$ cat config.mk
export PLATFORM = sky130hd
export DESIGN_NAME = mem_bus_arbiter
export DESIGN_NICKNAME = d
export VERILOG_FILES = /design/src/rtl/mem_bus_arbiter_pkg.sv /design/src/rtl/bus_timeout_cnt.sv /design/src/rtl/mem_bus_arbiter.sv
export SDC_FILE = /design/constraint.sdc
export NUM_CORES = 1
export LEC_CHECK = 0
export ABC_AREA = 1
export CORE_MARGIN = 8
export CORE_UTILIZATION = 39
export CTS_BUF_LIST = sky130_fd_sc_hd__clkbuf_4
export DETAILED_ROUTE_END_ITERATION = 8
export GPL_ROUTABILITY_DRIVEN = 0
export PLACE_DENSITY = 0.77
export SLEW_MARGIN = 20
export SYNTH_ARGS = -nofsm -noshare
export SYNTH_HDL_FRONTEND = slang
export SYNTH_SLANG_ARGS = --single-unit
$ cat constraint.sdc
create_clock -name clk -period 1.2 [get_ports clk]
set_input_delay 0.18 -clock clk [delete_from_list [all_inputs] [get_ports clk]]
set_output_delay 0.18 -clock clk [all_outputs]
set_load 0.01 [all_outputs]
$ cat src/rtl/mem_bus_arbiter_pkg.sv
// rtl/mem_bus_arbiter_pkg.sv - shared state encoding, requester ids and sizing helper for the memory bus arbiter
//
// Purpose: one-hot arbiter states, requester ids and the timeout counter
// width rule shared by mem_bus_arbiter and bus_timeout_cnt.
package mem_bus_arbiter_pkg;

  typedef enum logic [2:0] {
    ARB_IDLE     = 3'b001,
    ARB_ACCESS   = 3'b010,
    ARB_COMPLETE = 3'b100
  } arb_state_e;

  localparam logic REQ_FETCH = 1'b0;
  localparam logic REQ_DATA  = 1'b1;

  // Counter must hold 0..TIMEOUT; a disabled timeout still gets one bit.
  function automatic int cnt_width(input int timeout);
    return (timeout < 1) ? 1 : $clog2(timeout + 1);
  endfunction

endpackage

$ cat src/rtl/bus_timeout_cnt.sv
// rtl/bus_timeout_cnt.sv - saturating wait-cycle counter that flags an ACCESS timeout
//
// Purpose: counts ACCESS cycles without an acknowledge and reports when the
// count is about to reach TIMEOUT (TIMEOUT = 0 disables the timeout).
// Ports:
//   clk     in  system clock, rising edge
//   rst     in  asynchronous active-low reset
//   clr     in  clear the count (COMPLETE state)
//   en      in  count this cycle (ACCESS without mem_ack)
//   expired out this cycle's increment reaches TIMEOUT
module bus_timeout_cnt
  import mem_bus_arbiter_pkg::*;
#(
  parameter int TIMEOUT = 15
) (
  input  logic clk,
  input  logic rst,
  input  logic clr,
  input  logic en,
  output logic expired
);

  localparam int CW = cnt_width(TIMEOUT);
  localparam logic [CW-1:0] MAX  = CW'(TIMEOUT);
  localparam logic [CW-1:0] LAST = CW'(TIMEOUT - 1);

  logic [CW-1:0] cnt_q, cnt_d;

  // Saturates at TIMEOUT; with TIMEOUT = 0 the count never leaves zero.
  always_comb begin
    cnt_d = cnt_q;
    if (clr) begin
      cnt_d = '0;
    end else if (en && (cnt_q != MAX)) begin
      cnt_d = cnt_q + CW'(1);
    end
  end

  // Raised on the cycle whose increment lands on TIMEOUT so the arbiter
  // leaves ACCESS after exactly TIMEOUT unacknowledged cycles.
  assign expired = (TIMEOUT != 0) && en && !clr && (cnt_q == LAST);

  always_ff @(posedge clk or negedge rst) begin
    if (!rst) begin
      cnt_q <= '0;
    end else begin
      cnt_q <= cnt_d;
    end
  end

endmodule

$ cat src/rtl/mem_bus_arbiter.sv
// rtl/mem_bus_arbiter.sv - round-robin arbiter sharing one memory port between fetch and data requesters
//
// Purpose: grants fetch or data access to the memory port, sequences the
// IDLE -> ACCESS -> COMPLETE handshake, returns per-requester done pulses
// and a timeout error pulse. All outputs are registered.
// Ports:
//   clk, rst                      clock, asynchronous active-low reset
//   f_req, f_addr, f_done         fetch requester (read only)
//   d_req, d_we, d_addr, d_wdata  data requester (load/store)
//   d_done                        data transaction finished
//   rdata                         read data of the last completed read
//   bus_err                       pulses with *_done on a timeout
//   busy                          high outside IDLE
//   mem_en, mem_we, mem_addr, mem_wdata, mem_rdata, mem_ack   memory port
module mem_bus_arbiter
  import mem_bus_arbiter_pkg::*;
#(
  parameter int ADDR_W  = 8,
  parameter int DATA_W  = 16,
  parameter int TIMEOUT = 15
) (
  input  logic              clk,
  input  logic              rst,
  input  logic              f_req,
  input  logic [ADDR_W-1:0] f_addr,
  output logic              f_done,
  input  logic              d_req,
  input  logic              d_we,
  input  logic [ADDR_W-1:0] d_addr,
  input  logic [DATA_W-1:0] d_wdata,
  output logic              d_done,
  output logic [DATA_W-1:0] rdata,
  output logic              bus_err,
  output logic              busy,
  output logic              mem_en,
  output logic              mem_we,
  output logic [ADDR_W-1:0] mem_addr,
  output logic [DATA_W-1:0] mem_wdata,
  input  logic [DATA_W-1:0] mem_rdata,
  input  logic              mem_ack
);

  arb_state_e        state_q, state_d;
  logic              grant_q, grant_d;
  logic              last_grant_q, last_grant_d;
  logic              f_done_q, f_done_d;
  logic              d_done_q, d_done_d;
  logic              bus_err_q, bus_err_d;
  logic              busy_q, busy_d;
  logic              mem_en_q, mem_en_d;
  logic              mem_we_q, mem_we_d;
  logic [ADDR_W-1:0] mem_addr_q, mem_addr_d;
  logic [DATA_W-1:0] mem_wdata_q, mem_wdata_d;
  logic [DATA_W-1:0] rdata_q, rdata_d;
  logic              cnt_clr, cnt_en, cnt_expired;

  bus_timeout_cnt #(.TIMEOUT(TIMEOUT)) u_timeout (
    .clk     (clk),
    .rst     (rst),
    .clr     (cnt_clr),
    .en      (cnt_en),
    .expired (cnt_expired)
  );

  always_comb begin
    state_d      = state_q;
    grant_d      = grant_q;
    last_grant_d = last_grant_q;
    mem_en_d     = mem_en_q;
    mem_we_d     = mem_we_q;
    mem_addr_d   = mem_addr_q;
    mem_wdata_d  = mem_wdata_q;
    rdata_d      = rdata_q;
    f_done_d     = 1'b0;
    d_done_d     = 1'b0;
    bus_err_d    = 1'b0;
    cnt_clr      = 1'b0;
    cnt_en       = 1'b0;

    case (state_q)
      ARB_IDLE: begin
        if (f_req || d_req) begin
          // On a tie the requester that did not go last wins.
          grant_d = (f_req && d_req) ? ~last_grant_q : (d_req ? REQ_DATA : REQ_FETCH);
          if (grant_d == REQ_DATA) begin
            mem_addr_d  = d_addr;
            mem_we_d    = d_we;
            mem_wdata_d = d_wdata;
          end else begin
            mem_addr_d  = f_addr;
            mem_we_d    = 1'b0;
          end
          mem_en_d = 1'b1;
          state_d  = ARB_ACCESS;
        end
      end

      ARB_ACCESS: begin
        if (mem_ack) begin
          if (!mem_we_q) begin
            rdata_d = mem_rdata;
          end
          mem_en_d = 1'b0;
          mem_we_d = 1'b0;
          f_done_d = (grant_q == REQ_FETCH);
          d_done_d = (grant_q == REQ_DATA);
          state_d  = ARB_COMPLETE;
        end else begin
          cnt_en = 1'b1;
          if (cnt_expired) begin
            // The registered bus_err doubles as the error flag for COMPLETE.
            mem_en_d  = 1'b0;
            mem_we_d  = 1'b0;
            bus_err_d = 1'b1;
            f_done_d  = (grant_q == REQ_FETCH);
            d_done_d  = (grant_q == REQ_DATA);
            state_d   = ARB_COMPLETE;
          end
        end
      end

      ARB_COMPLETE: begin
        last_grant_d = grant_q;
        cnt_clr      = 1'b1;
        state_d      = ARB_IDLE;
      end

      default: begin
        state_d = ARB_IDLE;
      end
    endcase

    busy_d = (state_d != ARB_IDLE);
  end

  always_ff @(posedge clk or negedge rst) begin
    if (!rst) begin
      state_q      <= ARB_IDLE;
      grant_q      <= REQ_FETCH;
      last_grant_q <= REQ_DATA;
      f_done_q     <= 1'b0;
      d_done_q     <= 1'b0;
      bus_err_q    <= 1'b0;
      busy_q       <= 1'b0;
      mem_en_q     <= 1'b0;
      mem_we_q     <= 1'b0;
      mem_addr_q   <= '0;
      mem_wdata_q  <= '0;
      rdata_q      <= '0;
    end else begin
      state_q      <= state_d;
      grant_q      <= grant_d;
      last_grant_q <= last_grant_d;
      f_done_q     <= f_done_d;
      d_done_q     <= d_done_d;
      bus_err_q    <= bus_err_d;
      busy_q       <= busy_d;
      mem_en_q     <= mem_en_d;
      mem_we_q     <= mem_we_d;
      mem_addr_q   <= mem_addr_d;
      mem_wdata_q  <= mem_wdata_d;
      rdata_q      <= rdata_d;
    end
  end

  assign f_done    = f_done_q;
  assign d_done    = d_done_q;
  assign bus_err   = bus_err_q;
  assign busy      = busy_q;
  assign mem_en    = mem_en_q;
  assign mem_we    = mem_we_q;
  assign mem_addr  = mem_addr_q;
  assign mem_wdata = mem_wdata_q;
  assign rdata     = rdata_q;

endmodule

==> out/summary.txt <==
status -> finished, violations left
failing checks -> setup timing
sequential share of the synthesized area -> 0.585
RSZ-0062 raised after global routing -> true
CP Capture Type -> flop
# setup viols final -> 27
I/O pins -> 100
Post-Syn Nets -> 329
final instance area -> 3670 sq um
CTS H-tree depth -> 2
die height -> 93.7 um
Synth Cell Area -> 2360 sq um
# diodes -> 0
Port-buffer cells -> 99
CP Class -> flop to flop
Pre-antenna DRT Iters -> 4
Setup crit start kind -> flop
Core Box Area -> 5890 sq um
Async S/R FF share, synth -> 1.00
final hold viol count -> 0
worst hold slack -> 0.296 ns
global-route wire length before repair -> 11.2 mm
Detailed Route Iter0 Violations -> 84
Final Util -> 0.624
Clk Tree Root Cell -> clkbuf_4
final worst path period need -> 1.27 ns
Synth Register Bits -> 55
Min-Delay Path Class -> primary input to async pin
Leakage Power -> 1.95 nW
vias in the first global route -> 2351
Gate Count Post-Synth -> 273
relative slew slack -> 0.807
dpl cells -> 459
Final Cycle Share -> 1.06
Detail Route Antenna Nets -> 0
nets@finish -> 461
CP arrival -> 1.54 ns
commonest non-fill, non-tap cells in the layout -> nand2_1, dfrtp_1, clkdlybuf4s50_1, buf_2, nand3_1
Pwr Density -> 2140 nW/um^2
GRT Total Usage -> 0.157
layout cells sized above 1 -> 0.315
final non-filler cell total -> 481
Final HPWL DP -> 4.94 mm
Synth cell types -> 20
main flop type after synthesis -> dfrtp_1
worst-case clock buffer depth -> 2
worst-margin pin slew -> 0.289 ns
initial core utilization -> 0.401
DR vias/cell -> 4.74
Area after DPL -> 3560 sq um
final WL -> 6.88 mm
Slew Viols, Final -> 0
IR Drop Worst-Case VDD -> 1.02 mV
largest net degree at the start of global routing -> 56
Die X -> 93.7 um
CTS Sinks -> 55
area added between synthesis and finish -> 55.9%
DRC viols -> 0
Synth Warn # -> 0
final worst slack -> -0.0667 ns
Reg clk slew, reported paths -> 0.16 ns
Clock Latency Late Sink -> 0.38 ns
Critical Path RT -> 1.47 ns
vias -> 2281
Mean Syn Cell Area -> 8.63 sq um
initial antenna violation count -> 0
Post-synth EDFFs -> 0
CTS tree -> yes
crit-path max FO -> 9
WL per Instance -> 14.3 um
Fmax -> 0.789 GHz
most common cell after layout, fill and taps aside -> nand2_1
clock skew -> 0.0153 ns
full die area -> 8790 sq um
FP Rows -> 28
final total power -> 0.00786 W
maxcap violations -> 0
global route overflow -> 0
CTS Buf Count -> 5
[power by group]
part / total (W) / internal [W] / switching (W)
combinational: 0.00388 / 0.00177 / 0.00211
clock: 0.000844 / 0.000261 / 0.000583
sequential: 0.00314 / 0.00266 / 0.000479
total: 0.00786 / 0.00469 / 0.00317
[layout make-up]
| type | count | area (sq um) |
|---|---|---|
| Clock buffer | 6 | 45.0 |
| Clock inverter | 2 | 16.3 |
| Fill cell | 553 | 2210 |
| Inverter | 13 | 56.3 |
| Multi-Input combinational cell | 196 | 1010 |
| Sequential cell | 55 | 1380 |
| Tap cell | 75 | 93.8 |
| Timing Repair Buffer | 134 | 1070 |
[final timing paths]
kind | start | cells past startpoint | to | slack [ns]
min in group clk | d_wdata[15] | 3 | mem_wdata[15] | 0.33
max | state_q[0] | 6 | mem_wdata[0] | -0.07
min | rst | 3 | bus_err | 0.30
max reg2reg | state_q[0] | 6 | mem_wdata[0] | -0.07
max in group asynchronous | rst | 3 | last_grant_q | 0.60
min reg2reg | grant_q | 1 | f_done | 0.43
[per-stage QoR]
step                TNS (ns)  setup WS [ns]
floorplan            -0.0651        -0.0216
global placement       -9.93         -0.316
finish                 -1.16        -0.0667
CTS                    -1.72        -0.0730
detailed placement    -11.25         -0.352
global route           -4.45         -0.143
[registers in the layout, summed over array words and instances (netlist names)]
name             cells
bus_err              1
busy                 1
d_done               1
f_done               1
grant_q              1
last_grant_q         1
mem_addr             8
mem_en               1
mem_wdata           16
mem_we               1
rdata               16
state_q              3
u_timeout.cnt_q      4
[cell families after synthesis]
| kind of cell | after synthesis | synth area share |
|---|---|---|
| buffers and inverters | 23 | 0.0515 |
| adders and majority gates | 2 | 0.0106 |
| AOI/OAI and AO/OA | 4 | 0.00849 |
| DFF | 55 | 0.585 |
| and+or+nand+nor | 188 | 0.341 |
| xor gates and xnor gates | 1 | 0.00372 |
[cells in the mapped netlist, types with 2 or more instances]
cell | n | area (sq um)
nor2_2 | 2 | 12.5
o21ai_0 | 4 | 20.0
buf_4 | 4 | 30.0
dfrtp_1 | 53 | 1330
nand4_1 | 2 | 12.5
inv_2 | 4 | 15.0
dfstp_2 | 2 | 52.6
nand3_1 | 44 | 220
buf_6 | 2 | 22.5
nand2_1 | 126 | 473
nand3_2 | 2 | 20.0
nand2_2 | 3 | 18.8
buf_2 | 4 | 20.0
nor2_1 | 6 | 22.5
ha_1 | 2 | 25.0
inv_1 | 9 | 33.8
[worst max-delay path, stage by stage (launching register included)]
cell and delay [ns]:
dfstp_2 0.58, nand3_2 0.09, nor2_4 0.13, buf_12 0.16, nand2_8 0.08, nand2_1 0.07, nand2_1 0.05
[repair_timing]
item	4_1_cts	5_1_grt
hold endpoints to repair	53	0
gates resized for setup	197	32
setup endpoints to repair	95	61
buffers inserted	10	2
cloned	1	0
pin swaps	9	5
hold buffers	1	0
[layer usage]
metal,part of all wire,global-route usage,wire length (um)
met1,0.39,0.173,2700
met2,0.51,0.269,3480
met3,0.079,0.0592,547
met4,0.023,0.0581,155
met5,0,0,0
Note: power is estimated with default switching activity, not from simulation.
